**src/rtl/vga_text_writer.sv**
```systemverilog
// rtl/vga_text_writer.sv - byte stream to character-map writer with text cursor and screen clear
module vga_text_writer #(
    parameter int        COLS       = 80,
    parameter int        ROWS       = 30,
    parameter logic [7:0] CLEAR_CHAR = 8'h20,
    localparam int       CHARS      = COLS * ROWS,
    localparam int       WORDS      = CHARS / 4,
    localparam int       AW         = $clog2(WORDS)
) (
    input  logic          clk_i,
    input  logic          rst_i,
    input  logic          ch_valid_i,
    input  logic [7:0]    ch_data_i,
    output logic          ch_ready_o,
    output logic [AW-1:0] char_map_addr_o,
    output logic          char_map_ce_o,
    output logic          char_map_we_o,
    output logic [3:0]    char_map_be_o,
    output logic [31:0]   char_map_wdata_o,
    output logic [6:0]    cursor_col_o,
    output logic [4:0]    cursor_row_o,
    output logic          busy_o
);

    localparam int PW = $clog2(CHARS);
    localparam int CW = $clog2(WORDS + 1);

    typedef enum logic {
        IDLE,
        CLEAR
    } state_t;

    state_t        state_q, state_d;
    logic [CW-1:0] cnt_q, cnt_d;
    logic [6:0]    col_q, col_d;
    logic [4:0]    row_q, row_d;
    logic [PW-1:0] pos_q, pos_d;
    logic [PW-1:0] row_base_q, row_base_d;
    logic          ce_q, ce_d;
    logic [AW-1:0] addr_q, addr_d;
    logic [3:0]    be_q, be_d;
    logic [31:0]   wdata_q, wdata_d;
    logic          ready_q, ready_d;
    logic          busy_q, busy_d;
    logic          accept;
    logic          last_row;

    assign accept   = ch_valid_i && ready_q;
    assign last_row = (row_q == 5'(ROWS - 1));

    always_comb begin
        state_d    = state_q;
        cnt_d      = cnt_q;
        col_d      = col_q;
        row_d      = row_q;
        pos_d      = pos_q;
        row_base_d = row_base_q;
        ce_d       = 1'b0;
        addr_d     = addr_q;
        be_d       = be_q;
        wdata_d    = wdata_q;
        ready_d    = ready_q;
        busy_d     = busy_q;

        case (state_q)
            CLEAR: begin
                ready_d = 1'b0;
                busy_d  = 1'b1;
                if (cnt_q == CW'(WORDS)) begin
                    state_d = IDLE;
                    ready_d = 1'b1;
                    busy_d  = 1'b0;
                end else begin
                    ce_d    = 1'b1;
                    addr_d  = AW'(cnt_q);
                    be_d    = 4'hF;
                    wdata_d = {4{CLEAR_CHAR}};
                    cnt_d   = cnt_q + CW'(1);
                end
            end
            default: begin
                ready_d = 1'b1;
                busy_d  = 1'b0;
                if (accept) begin
                    if (ch_data_i >= 8'h20 && ch_data_i <= 8'h7E) begin
                        ce_d    = 1'b1;
                        addr_d  = AW'(pos_q >> 2);
                        be_d    = 4'b0001 << pos_q[1:0];
                        wdata_d = {4{ch_data_i}};
                        if (col_q == 7'(COLS - 1)) begin
                            col_d = '0;
                            if (last_row) begin
                                row_d      = '0;
                                row_base_d = '0;
                                pos_d      = '0;
                            end else begin
                                row_d      = row_q + 5'd1;
                                row_base_d = row_base_q + PW'(COLS);
                                pos_d      = pos_q + PW'(1);
                            end
                        end else begin
                            col_d = col_q + 7'd1;
                            pos_d = pos_q + PW'(1);
                        end
                    end else if (ch_data_i == 8'h0A) begin
                        col_d = '0;
                        if (last_row) begin
                            row_d      = '0;
                            row_base_d = '0;
                            pos_d      = '0;
                        end else begin
                            row_d      = row_q + 5'd1;
                            row_base_d = row_base_q + PW'(COLS);
                            pos_d      = row_base_q + PW'(COLS);
                        end
                    end else if (ch_data_i == 8'h0D) begin
                        col_d = '0;
                        pos_d = row_base_q;
                    end else if (ch_data_i == 8'h08) begin
                        if (col_q != 7'd0) begin
                            col_d = col_q - 7'd1;
                            pos_d = pos_q - PW'(1);
                        end
                    end else if (ch_data_i == 8'h0C) begin
                        // Word 0 is written on the acceptance edge so the clear spans exactly WORDS cycles
                        state_d    = CLEAR;
                        col_d      = '0;
                        row_d      = '0;
                        pos_d      = '0;
                        row_base_d = '0;
                        ready_d    = 1'b0;
                        busy_d     = 1'b1;
                        ce_d       = 1'b1;
                        addr_d     = '0;
                        be_d       = 4'hF;
                        wdata_d    = {4{CLEAR_CHAR}};
                        cnt_d      = CW'(1);
                    end
                end
            end
        endcase
    end

    always_ff @(posedge clk_i) begin
        if (rst_i) begin
            state_q    <= CLEAR;
            cnt_q      <= '0;
            col_q      <= '0;
            row_q      <= '0;
            pos_q      <= '0;
            row_base_q <= '0;
            ce_q       <= 1'b0;
            addr_q     <= '0;
            be_q       <= '0;
            wdata_q    <= '0;
            ready_q    <= 1'b0;
            busy_q     <= 1'b1;
        end else begin
            state_q    <= state_d;
            cnt_q      <= cnt_d;
            col_q      <= col_d;
            row_q      <= row_d;
            pos_q      <= pos_d;
            row_base_q <= row_base_d;
            ce_q       <= ce_d;
            addr_q     <= addr_d;
            be_q       <= be_d;
            wdata_q    <= wdata_d;
            ready_q    <= ready_d;
            busy_q     <= busy_d;
        end
    end

    assign ch_ready_o       = ready_q;
    assign char_map_addr_o  = addr_q;
    assign char_map_ce_o    = ce_q;
    assign char_map_we_o    = ce_q;
    assign char_map_be_o    = be_q;
    assign char_map_wdata_o = wdata_q;
    assign cursor_col_o     = col_q;
    assign cursor_row_o     = row_q;
    assign busy_o           = busy_q;

endmodule
```
**config.mk**
```make
export PLATFORM = sky130hd
export DESIGN_NAME = vga_text_writer
export DESIGN_NICKNAME = d
export VERILOG_FILES = /design/src/rtl/vga_text_writer.sv
export SDC_FILE = /design/constraint.sdc
export NUM_CORES = 1
export LEC_CHECK = 0
export ABC_AREA = 1
export BUFFER_PORTS_ARGS = -buffer_cell sky130_fd_sc_hd__buf_2
export CAP_MARGIN = 10
export CORE_MARGIN = 2
export CORE_UTILIZATION = 45
export CTS_CLUSTER_DIAMETER = 200
export DETAILED_ROUTE_END_ITERATION = 7
export GPL_ROUTABILITY_DRIVEN = 0
export GPL_TIMING_DRIVEN = 0
export PLACE_DENSITY_LB_ADDON = 0.12
export SETUP_SLACK_MARGIN = 0.1
export SYNTH_ARGS = -nofsm -noshare
export SYNTH_HDL_FRONTEND = slang
export SYNTH_SLANG_ARGS = --single-unit
```
**constraint.sdc**
```tcl
create_clock -name clk_i -period 2.1 [get_ports clk_i]
set_input_delay 0.21 -clock clk_i [delete_from_list [all_inputs] [get_ports clk_i]]
set_output_delay 0.21 -clock clk_i [all_outputs]
set_load 0.03 [all_outputs]
```
==> results.md <==
* Status: completed
* Required time of the critical path at 2.35 ns
* CTS tree: yes
* TritonRoute pass-1 iters at 5
* Synthesis Warnings at 0
* Fin worst setup slack at 0.233 ns
* Final setup viols at 0
* Worst setup SP type: flip-flop
* Count of final hold-check violations at 0
* Mapped Area at about 4700 µm²
* Design Area, Final at roughly 5400 µm²
* Gate power share at 7.8%
* Site Rows at 37
* Critical Path AT at 2.12 ns
* Worst skew pair latency at 0.34 ns
* Number of global-route vias before repair at 4266
* Grt ovf at 0
* Final worst path period share at 88.9%
* NumNets Final at 832
* DP HPWL at about 9.8 mm
* Pint at 1.87 mW
* # H-tree levels at 3
* Post-synth EDFFs at 0
* Die height at 106 µm
* Vias per cell at around 5
* Netlist cell types at 38
* Synth area leader: dfxtp_1
* CTS clk-pin slew, worst paths at 0.08 ns
* Clk pwr share at 37.9%
* Critical path type: flip-flop to flip-flop
* Worst-path maximum fanout at 10
* Part of the power in registers at between 50% and 60%
* Cells after Synth at 726
* Top cell type's share of synthesized area at 30.3%
* DR WL/cell at 13.7 µm
* Overall global routing resource usage at between 20% and 30%
* Cell with the most instances after synthesis: nand2_1
* Cell Area, Placed at 5220 µm²
* Top cells by count, synth: nand2_1, nor2_1, inv_1, nand3_1, dfxtp_1
* Die X at ~110 µm
* Largest net degree at the start of global routing at 11
* Pwr/cell area at approximately 470 nW/µm²
* Fin crit period at 1.87 ns
* Worst vdd ir at 0.405 mV
* Total power at 2.52 mW
* Post-route setup TNS at 0 ns
* Routed Wire Length at between 10 and 15 mm
* Main synth FF type: dfxtp_1
* NetSw at around 0.65 mW
* Clk_skew at 0.0124 ns
* Layout cells sized above 1 at 21.5%
* Max cap viols at 0
* DRC at 0
* Post-synth ARST share at 0%
* # IOs at 73
* Crit path capture type: flip-flop
* Unrepaired setup endpoints after global routing: yes
* Crit path largest cell delay at 0.42 ns
* #FFs+latches synth at 71
* Rel. slew slack at 57.3%
* ANT nets after route at 0
* Bufs and invs on worst path at 3
* Worst Max-Slew Pin Slew at 0.641 ns
* Syn_area_per_cell at between 6 and 7 µm²
* Final Max Slew Viols at 0
* Initial antenna violation count at 0
* CTS Root Buffer Type: clkbuf_8
* Synth top area cells: dfxtp_1, nand2_1, nand3_1
* Initial DRC Count at 371
* Post-synthesis net count at 748
* # diodes at 0
* PortBufs at just over 70
* Static leakage at 2.65 nW
* CP Cell Sequence: clkinvlp_4 -> ha_2 -> nand3_1 -> nor2_4 -> nand2_4 -> nand3_2 -> buf_6 -> buf_8 -> nor2_1 -> nor2_1
* Clk sinks at 71
* Core Area at 10200 µm²
* Area growth syn-to-layout at 15.2%
* Critical-path top delay cell: dfxtp_2
* Vias at 4875
* Pre-CTS setup slack at between 0.15 and 0.2 ns
* Register area share after synthesis at 30.3%
* Hold Crit Class: input pin to flip-flop
* Global-route wire length before repair at slightly above 20 mm
* CP top delay family: simple AND/OR/NAND/NOR gates
* Crit path top cell by count: nor2_1
* Die Area at 11300 µm²
* Initial core utilization at about 46%
* Maximum clock rate at 0.536 GHz
* Longest Clk Path Bufs at 2
* Switching share of power at approximately a quarter
* Hold_ws at 0.161 ns
* TritonCTS buffer count at 9
==> cell type report <==
| type | count | area [µm²] |
|---|---|---|
| plain buffers | 47 | 338 |
| clock buffers | 14 | 153 |
| clock inverters | 1 | 5.00 |
| fillers | 1055 | 4820 |
| inverters | 83 | 315 |
| multi-input cells | 525 | 2630 |
| flip-flops and latches | 71 | 1420 |
| well taps | 136 | 170 |
| repair buffers | 73 | 368 |
==> power groups by stage <==
stage,clock [mW],combinational [mW],sequential [mW]
2_1_floorplan,0,0.117,1.42
3_3_place_gp,0,0.194,1.40
3_5_place_dp,0,0.198,1.40
4_1_cts,0.968,0.198,1.37
5_1_grt,1.01,0.214,1.37
6_report,0.957,0.198,1.37
==> layout by cell type (no fill, tap or decap), types with 9 or more instances in the layout <==
| master | instances |
|---|---|
| clkbuf_1 | 10 |
| nor3_1 | 10 |
| ha_1 | 9 |
| dfxtp_1 | 69 |
| nor2_1 | 94 |
| o21ai_0 | 34 |
| buf_4 | 31 |
| buf_2 | 78 |
| nand3_1 | 74 |
| nor2_2 | 11 |
| nand4_1 | 15 |
| inv_1 | 73 |
| o22ai_1 | 10 |
| a21oi_1 | 41 |
| nand2_1 | 175 |
| clkbuf_8 | 10 |
==> sequential cells by signal, indices dropped and copies added, names as in the netlist <==
name / count
char_map_wdata_o: 8
char_map_ce_o: 1
pos_q: 12
char_map_addr_o: 10
cursor_col_o: 7
cursor_row_o: 5
cnt_q: 10
busy_o: 1
row_base_q: 12
ch_ready_o: 1
char_map_be_o: 4
==> routing by layer <==
| metal | vias to the layer above | GRT usage [%] | routed length [µm] |
|---|---|---|---|
| li1 | 2482 | - | - |
| met1 | 2254 | 29.2 | 6010 |
| met2 | 127 | 38.6 | 6190 |
| met3 | 12 | 4.66 | 637 |
| met4 | 0 | 6.02 | 176 |
| met5 | - | 0 | 0 |
==> logic make-up (layout without fill, tap and decap cells) <==
kind of cell               Yosys count  count (layout)  synth area share (%)
AOI/OAI and AO/OA                  101             101                  12.1
DFF                                 71              71                  30.3
buffers and inverters              130             218                  13.8
xor gates and xnor gates             9               9                  1.68
and+or+nand+nor                    404             404                  39.2
adders and majority gates           11              11                  2.93
==> what timing repair did <==
item,CTS,global route
endpoints found under the setup margin,0,34
gates resized for setup,0,8
buffers inserted,0,1
hold buffers,0,0
==> per-stage QoR <==
step / util, % / cells
floorplan: - / 726
global placement: 51.0 / 934
detailed placement: 51.0 / 934
CTS: 52.6 / 949
global route: 52.8 / 950
finish: 52.8 / 950
==> path summary, 6_finish.rpt <==
| path | depth (start not counted) | startpoint | slack, ns | endpoint |
|---|---|---|---|---|
| hold / removal | 3 | ch_data_i[3] | 0.16 | char_map_wdata_o[27]$_SDFFE_PP0P_ |
| hold reg to reg | 2 | row_base_q[3]$_SDFFE_PP0P_ | 0.43 | row_base_q[3]$_SDFFE_PP0P_ |
| setup reg to reg | 10 | cursor_col_o[0]$_SDFFE_PP0P_ | 0.23 | pos_q[6]$_SDFFE_PP0P_ |
| setup / recovery | 10 | cursor_col_o[0]$_SDFFE_PP0P_ | 0.23 | pos_q[6]$_SDFFE_PP0P_ |
==> worst min-delay path, delay by kind of cell <==
family | cells | cell delay [ns]
AND/OR/NAND/NOR | 1 | 0.06
buffers and inverters | 1 | 0.12
AO/OA/AOI/OAI | 1 | 0.06
No activity file was read; power rests on OpenSTA's default activity.
